--- src/rtl/fp_compare_pipe.sv ---
// Two-stage pipelined IEEE-754 comparator (FEQ/FLT/FLE) with valid/ready handshakes.
// Define FP_COMPARE_FCLASS_EN to make op 11 return the FCLASS mask of operand a.
module fp_compare_pipe #(
  parameter int exp_width  = 8,
  parameter int mant_width = 24
) (
  input  logic                            clk,
  input  logic                            rst_l,
  input  logic                            in_valid,
  output logic                            in_ready,
  input  logic [exp_width+mant_width-1:0] a,
  input  logic [exp_width+mant_width-1:0] b,
  input  logic [1:0]                      op,
  output logic                            out_valid,
  input  logic                            out_ready,
  output logic [exp_width+mant_width-1:0] out,
  output logic [4:0]                      exceptions
);

  localparam int W  = exp_width + mant_width;
  localparam int FW = mant_width - 1;

  typedef struct packed {
    logic sign;
    logic zero;
    logic inf;
    logic sub;
    logic norm;
    logic qnan;
    logic snan;
  } cls_t;

  function automatic cls_t classify(input logic [W-1:0] x);
    logic [exp_width-1:0] e;
    logic [FW-1:0]        f;
    cls_t                 c;
    e      = x[W-2 -: exp_width];
    f      = x[FW-1:0];
    c.sign = x[W-1];
    c.zero = (e == '0) && (f == '0);
    c.sub  = (e == '0) && (f != '0);
    c.inf  = (&e) && (f == '0);
    c.norm = (e != '0) && !(&e);
    c.qnan = (&e) && f[FW-1];
    c.snan = (&e) && !f[FW-1] && (f != '0);
    return c;
  endfunction

  logic           s1_valid_q, s1_valid_d;
  logic [1:0]     op_q, op_d;
  cls_t           a_cls_q, a_cls_d;
  cls_t           b_cls_q, b_cls_d;
  logic           mag_lt_q, mag_lt_d;
  logic           mag_eq_q, mag_eq_d;
  logic           out_valid_q, out_valid_d;
  logic [W-1:0]   out_q, out_d;
  logic [4:0]     exc_q, exc_d;
  logic           adv2;
  logic           unused_cls;

  assign adv2     = !out_valid_q | out_ready;
  assign in_ready = !s1_valid_q | adv2;

  always_comb begin
    s1_valid_d = s1_valid_q;
    op_d       = op_q;
    a_cls_d    = a_cls_q;
    b_cls_d    = b_cls_q;
    mag_lt_d   = mag_lt_q;
    mag_eq_d   = mag_eq_q;
    if (in_ready) begin
      s1_valid_d = in_valid;
    end
    if (in_valid && in_ready) begin
      op_d     = op;
      a_cls_d  = classify(a);
      b_cls_d  = classify(b);
      mag_lt_d = a[W-2:0] < b[W-2:0];
      mag_eq_d = a[W-2:0] == b[W-2:0];
    end
  end

  // Stage 2: signs and zero/NaN classes turn the unsigned magnitude compare into an IEEE ordering.
  always_comb begin
    logic         any_nan;
    logic         any_snan;
    logic         both_zero;
    logic         a_eq_b;
    logic         a_lt_b;
    logic         cmp;
    logic         nv;
    logic [W-1:0] res;
    logic [9:0]   mask;

    any_nan   = a_cls_q.qnan | a_cls_q.snan | b_cls_q.qnan | b_cls_q.snan;
    any_snan  = a_cls_q.snan | b_cls_q.snan;
    both_zero = a_cls_q.zero & b_cls_q.zero;
    a_eq_b    = both_zero | ((a_cls_q.sign == b_cls_q.sign) & mag_eq_q);
    if (both_zero) begin
      a_lt_b = 1'b0;
    end else if (a_cls_q.sign != b_cls_q.sign) begin
      a_lt_b = a_cls_q.sign;
    end else if (a_cls_q.sign) begin
      a_lt_b = !mag_lt_q & !mag_eq_q;
    end else begin
      a_lt_b = mag_lt_q;
    end

    cmp  = 1'b0;
    nv   = 1'b0;
    res  = '0;
    mask = '0;
    case (op_q)
      2'b00: begin
        cmp = !any_nan & (a_lt_b | a_eq_b);
        nv  = any_nan;
        res = {{(W-1){1'b0}}, cmp};
      end
      2'b01: begin
        cmp = !any_nan & a_lt_b;
        nv  = any_nan;
        res = {{(W-1){1'b0}}, cmp};
      end
      2'b10: begin
        cmp = !any_nan & a_eq_b;
        nv  = any_snan;
        res = {{(W-1){1'b0}}, cmp};
      end
      default: begin
`ifdef FP_COMPARE_FCLASS_EN
        mask[0] = a_cls_q.sign & a_cls_q.inf;
        mask[1] = a_cls_q.sign & a_cls_q.norm;
        mask[2] = a_cls_q.sign & a_cls_q.sub;
        mask[3] = a_cls_q.sign & a_cls_q.zero;
        mask[4] = !a_cls_q.sign & a_cls_q.zero;
        mask[5] = !a_cls_q.sign & a_cls_q.sub;
        mask[6] = !a_cls_q.sign & a_cls_q.norm;
        mask[7] = !a_cls_q.sign & a_cls_q.inf;
        mask[8] = a_cls_q.snan;
        mask[9] = a_cls_q.qnan;
        res     = {{(W-10){1'b0}}, mask};
`else
        res = '0;
`endif
      end
    endcase

    out_valid_d = out_valid_q;
    out_d       = out_q;
    exc_d       = exc_q;
    if (adv2) begin
      out_valid_d = s1_valid_q;
      if (s1_valid_q) begin
        out_d = res;
        exc_d = {nv, 4'b0000};
      end
    end
  end

  // Infinity/normal/subnormal classes only matter for FCLASS of operand a.
  assign unused_cls = ^{a_cls_q.inf, a_cls_q.sub, a_cls_q.norm,
                        b_cls_q.inf, b_cls_q.sub, b_cls_q.norm};

  always_ff @(posedge clk) begin
    if (!rst_l) begin
      s1_valid_q  <= 1'b0;
      op_q        <= '0;
      a_cls_q     <= '0;
      b_cls_q     <= '0;
      mag_lt_q    <= 1'b0;
      mag_eq_q    <= 1'b0;
      out_valid_q <= 1'b0;
      out_q       <= '0;
      exc_q       <= '0;
    end else begin
      s1_valid_q  <= s1_valid_d;
      op_q        <= op_d;
      a_cls_q     <= a_cls_d;
      b_cls_q     <= b_cls_d;
      mag_lt_q    <= mag_lt_d;
      mag_eq_q    <= mag_eq_d;
      out_valid_q <= out_valid_d;
      out_q       <= out_d;
      exc_q       <= exc_d;
    end
  end

  assign out_valid  = out_valid_q;
  assign out        = out_q;
  assign exceptions = exc_q;

endmodule

--- config.mk ---
export PLATFORM = sky130hd
export DESIGN_NAME = fp_compare_pipe
export DESIGN_NICKNAME = d
export VERILOG_FILES = /design/src/rtl/fp_compare_pipe.sv
export SDC_FILE = /design/constraint.sdc
export NUM_CORES = 1
export LEC_CHECK = 0
export ABC_AREA = 1
export CAP_MARGIN = 10
export CORE_ASPECT_RATIO = 0.7
export CORE_MARGIN = 2
export CORE_UTILIZATION = 40
export CTS_CLUSTER_SIZE = 10
export DETAILED_ROUTE_END_ITERATION = 8
export GPL_TIMING_DRIVEN = 0
export MAX_ROUTING_LAYER = met4
export PLACE_DENSITY_LB_ADDON = 0.12
export RECOVER_POWER = 25
export SYNTH_ARGS = -nofsm -noshare
export SYNTH_HDL_FRONTEND = slang
export SYNTH_SLANG_ARGS = --single-unit
--- constraint.sdc ---
create_clock -name clk -period 2.61 [get_ports clk]
set_input_delay 0.783 -clock clk [delete_from_list [all_inputs] [get_ports clk]]
set_output_delay 0.783 -clock clk [all_outputs]
set_load 0.05 [all_outputs]
* Word level (Yosys, flattened, before mapping)
Cells that the tools add are included.
Cells by class: divide/modulo/power cells 0, reduce and logical (&&, ||, !) cells 27, $add $sub $neg 0, magnitude comparators 1, muxes and demuxes 5, bitwise gates (word level) 14, equal/unequal tests 5, shift operators 0, $mul 0
Operator list (count):
- logical NOT 23 bit | 2
- nonzero test 23 bit | 2
- equality test 31 bit | 1
- less-than comparator 31 bit | 1
- logical NOT 8 bit | 2
- AND reduction 8 bit | 2
- logical AND 1 bit | 9
- bitwise OR 1 bit | 8
- logical NOT 1 bit | 7
- AND 1 bit | 6
- two-way mux 1 bit | 3
- one-hot mux 1 bit (3 select lines) | 1
- equality test 2 x 1 -> 1 bit, second input constant | 1
- equality test 2 bit, second input constant | 1
- logical NOT 2 bit | 1
- one-hot mux 1 bit (2 select lines) | 1
- AND reduction 2 bit | 1
- OR reduction 2 bit | 1
- equality test 1 bit | 1
- != test 1 bit | 1
Word-level totals: input bits 70, memory bits (writable) 0, latch bits 0, memory bits (read-only) 0, output and inout bits 39, memories 0, flip-flop bits (word level) 47, logic and storage cells 67

* Logic depth before layout (Yosys ltp)
depth after elaboration 8, depth in mapped cells 12, mapped depth without buffers 12

* Worst setup path before layout
OpenSTA, ideal clock, no wires.
path kind input -> register, start input b[14], end register mag_lt_q, cell stages on the path 11, slack 0.810 ns, data arrival time 1.674 ns, cell sequence inv_1 -> ha_1 -> nand2_1 -> nor2_1 -> nand2_1 -> nor2_1 -> nand2_1 -> nand2_1 -> nand2_1 -> nand2_1 -> a21oi_1
Between the ends: cells in the longest elaborated chain, start to end 1
RTL lines:
- from (decl) | RTL line 12 | input logic [exp_width+mant_width-1:0] b,
- less-than comparator 31 bit | RTL line 78 | mag_lt_d = a[W-2:0] < b[W-2:0];
- to (signal assigned) | RTL line 180 | mag_lt_q <= mag_lt_d;
- to (decl) | RTL line 53 | logic mag_lt_q, mag_lt_d;
Every way passes these cells. A chain may end at the register's enable or synchronous reset.

* Worst setup path in the final report
start input out_ready, end output in_ready
Between the ends: cells in the longest elaborated chain, start to end 2
RTL lines:
- from (decl) | RTL line 15 | input logic out_ready,
- bitwise OR 1 bit | RTL line 61 | assign adv2 = !out_valid_q | out_ready;
- bitwise OR 1 bit | RTL line 62 | assign in_ready = !s1_valid_q | adv2;
- to (decl) | RTL line 10 | output logic in_ready,
Every way passes these cells.

==> results by group <==
Synth
  • YS warnings: 0
  • Synthesis-stage register bit count: 16
  • Largest family of logic cells by synthesized area: simple AND/OR/NAND/NOR gates
  • Compound-gate portion of the synthesized area: 9.96%
  • Post-Synth Simple-Gate Area: 30.1%
  • Avg Cell Area, Syn: 6.50 um^2
  • Seq/Total Area, Yosys: 15.4%
  • Synth Instances: 321
  • Asr flop ratio synth: 0%
  • Xor/xnor share of the synthesized area: 0%
  • Mux cell area share after synthesis: 0%
  • Mapped cell area: 2090 um^2
  • Post-synth EDFFs: 0
  • Top FF cell, synth: dfxtp_1
  • Synth Area in Adders: 21.0%
  • Distinct cells, synth: 31

Timing
  • Worst Skew: 0.00144 ns
  • Max frequency: 395 MHz
  • Final Max Slew Viols: 0
  • RSZ-0062 raised after global routing: false
  • Worst setup margin: 0.0763 ns
  • Final Hold Viols: 0
  • Period utilization: 97.1%
  • Setup TNS: 0 ns
  • Final Setup Violations: 0
  • Post-layout minimum cycle time: 2.53 ns

Worst setup path
  • Crit Path Class: input port to output port
  • Slowest cell delay on critical path: 0.45 ns
  • Arr. time, crit path: 1.75 ns
  • Worst Path Required: 1.83 ns
  • Crit start category: input port
  • Max FO, Critical Path: 4
  • Crit end category: output port
  • Crit path cell chain: clkdlybuf4s50_1 -> inv_1 -> nand3_4 -> clkdlybuf4s15_2
  • Slowest CP cell: clkdlybuf4s50_1
  • Largest delay contributor family on the critical path: buffers and inverters
  • CP bufs+invs: 3

Cells and area
  • P&R area growth vs syn: 47.3%
  • Util after Layout: 62.9%
  • # diodes: 0
  • Final nets: 538
  • Layout cells sized above 1: 13.0%

Pwr
  • Cell Pwr Density: 309 nW/um^2
  • Gate power share: 49.1%
  • Int Pwr: 592 uW
  • Total power draw: 948 uW
  • Switching share of power: 37.6%
  • Max IR drop VDD: 199 uV
  • Static leakage: 0.00159 uW
  • Clock network fraction of design power: 23.1%
  • Seq pwr share: 27.8%
  • P_sw: 357 uW

Drt
  • Routed wire length per instance: 9.89 um
  • Final WL: 4950 um
  • Via count: 2,129
  • Vias per cell: 4.25
  • First-pass DRT Iterations: 4
  • DRT iter0 DRCs: 60
  • # DRC: 0
  • DRT antenna net count: 0

Place
  • IO Port Bufs: 73
  • Pre-CTS WS: -0.372 ns
  • Global placement routability congestion: 0.915
  • Post-DP HPWL: 4390 um

Floorplan
  • Die W: 90.3 um
  • Std cell rows: 21
  • Starting Density: 42.7%
  • Die H: 64.4 um
  • Die area: 5820 um^2
  • Core Region: 4890 um^2
  • I/O Pins: 109

Job
  • Max-Cap Viols: 0

Clocking
  • CTS Hold Bufs: 0
  • CTS max path bufs: 2
  • CTS Root Cell: clkbuf_8
  • TritonCTS clock tree: yes
  • Clk slew on worst S/H paths: 0.06 ns
  • H-Tree Depth: 1
  • Clock Latency Late Sink: 0.25 ns
  • Clk sinks: 16
  • TritonCTS Buffers: 3

Global routing
  • Vias in the first global route: 1,919
  • First-pass GRT wire length: 8490 um
  • Initial antenna violation count: 0
  • Largest net degree at the start of global routing: 11
  • Total global routing overflow: 0
  • Gr usage total: 17.9%

Run status
  • Status: completed

Worst hold path
  • HP Class: register to register
-- per-layer routing --
layer | share of wire (%) | global-route usage [%] | wire length (um)
met1 | 52 | 25.0 | 2580
met2 | 40 | 27.0 | 1970
met3 | 8.0 | 4.42 | 396
met4 | 0.22 | 2.31 | 11
met5 | 0 | - | 0
-- registers in the layout (all words and copies together) (netlist names) --
signal / flops
a_cls_q: 4
b_cls_q: 4
out: 1
op_q: 2
mag_eq_q: 1
s1_valid_q: 1
mag_lt_q: 1
exceptions: 1
out_valid: 1
-- cell usage after synthesis (2+ instances only) --
cell type / count / area (um^2)
o21ai_1: 6 / 30.0
inv_1: 46 / 173
nand2_2: 3 / 18.8
nand3_1: 9 / 45.0
a21oi_1: 25 / 125
clkinv_1: 2 / 7.51
nor4_1: 4 / 25.0
nand2_1: 71 / 267
o21ai_0: 3 / 15.0
buf_4: 35 / 263
ha_1: 35 / 438
dfxtp_1: 16 / 320
nor2_1: 25 / 93.8
nor3_1: 6 / 30.0
inv_2: 9 / 33.8
nand4_1: 11 / 68.8
-- path summary, 6_finish.rpt --
check / slack (ns) / endpoint / depth (start not counted) / start
setup / recovery: 0.08 / in_ready / 4 / out_ready
hold / removal: 0.46 / a_cls_q[5] / 2 / a_cls_q[5]
setup reg to reg: 1.10 / b_cls_q[0] / 5 / out_valid
hold reg to reg: 0.46 / a_cls_q[5] / 2 / a_cls_q[5]
-- metrics by stage --
step / instances / hold slack (ns) / cell area (um^2)
2_1_floorplan: 355 / 0.443 / 2210
3_3_place_gp: 497 / 0.453 / 3030
3_5_place_dp: 497 / 0.456 / 3030
4_1_cts: 501 / 0.465 / 3090
5_1_grt: 501 / 0.487 / 3070
6_report: 501 / 0.463 / 3070
-- power groups by stage --
stage / Combinational [uW] / Sequential, uW / Clock, uW
floorplan: 303 / 274 / 0
global placement: 461 / 269 / 0
detailed placement: 466 / 269 / 0
CTS: 468 / 263 / 226
global route: 513 / 265 / 236
finish: 466 / 264 / 219
-- cell families (layout without fill, tap and decap cells) --
kind of cell	Yosys count	in the layout
and+or+nand+nor	137	137
DFF	16	16
AOI/OAI and AO/OA	39	39
buffers and inverters	93	170
adders and majority gates	35	35
other	1	35
-- repair_timing --
| item | 4_1_cts | 5_1_grt |
|---|---|---|
| gates resized for setup | 3 | 0 |
| buffers inserted | 0 | 0 |
| setup endpoints to repair | 1 | 0 |
-- layout make-up --
type,count,area [um^2]
buffer,36,267
clock buffer,4,55.1
fill,479,1820
inverter,57,214
multi-input combinational,246,1400
sequential,16,320
tap,69,86.3
timing repair buffer,73,732
-- tightest hold or removal path, cell delays in order, from the launching register on --
cell and delay [ns]:
dfxtp_1 0.31, nand2_1 0.06, a21oi_1 0.05
-- layout by cell type, fill, tap and decap left out, types with 4 or more instances in the layout --
cell type / instances
nand2_1: 72
clkdlybuf4s50_1: 71
inv_1: 47
ha_1: 35
buf_4: 35
conb_1: 35
nor2_1: 25
a21oi_1: 25
dfxtp_1: 16
nand4_1: 11
nand3_1: 9
inv_2: 8
nor3_1: 6
o21ai_1: 6
nor4_1: 4
clkbuf_8: 4
(Power assumes the default switching activity.)
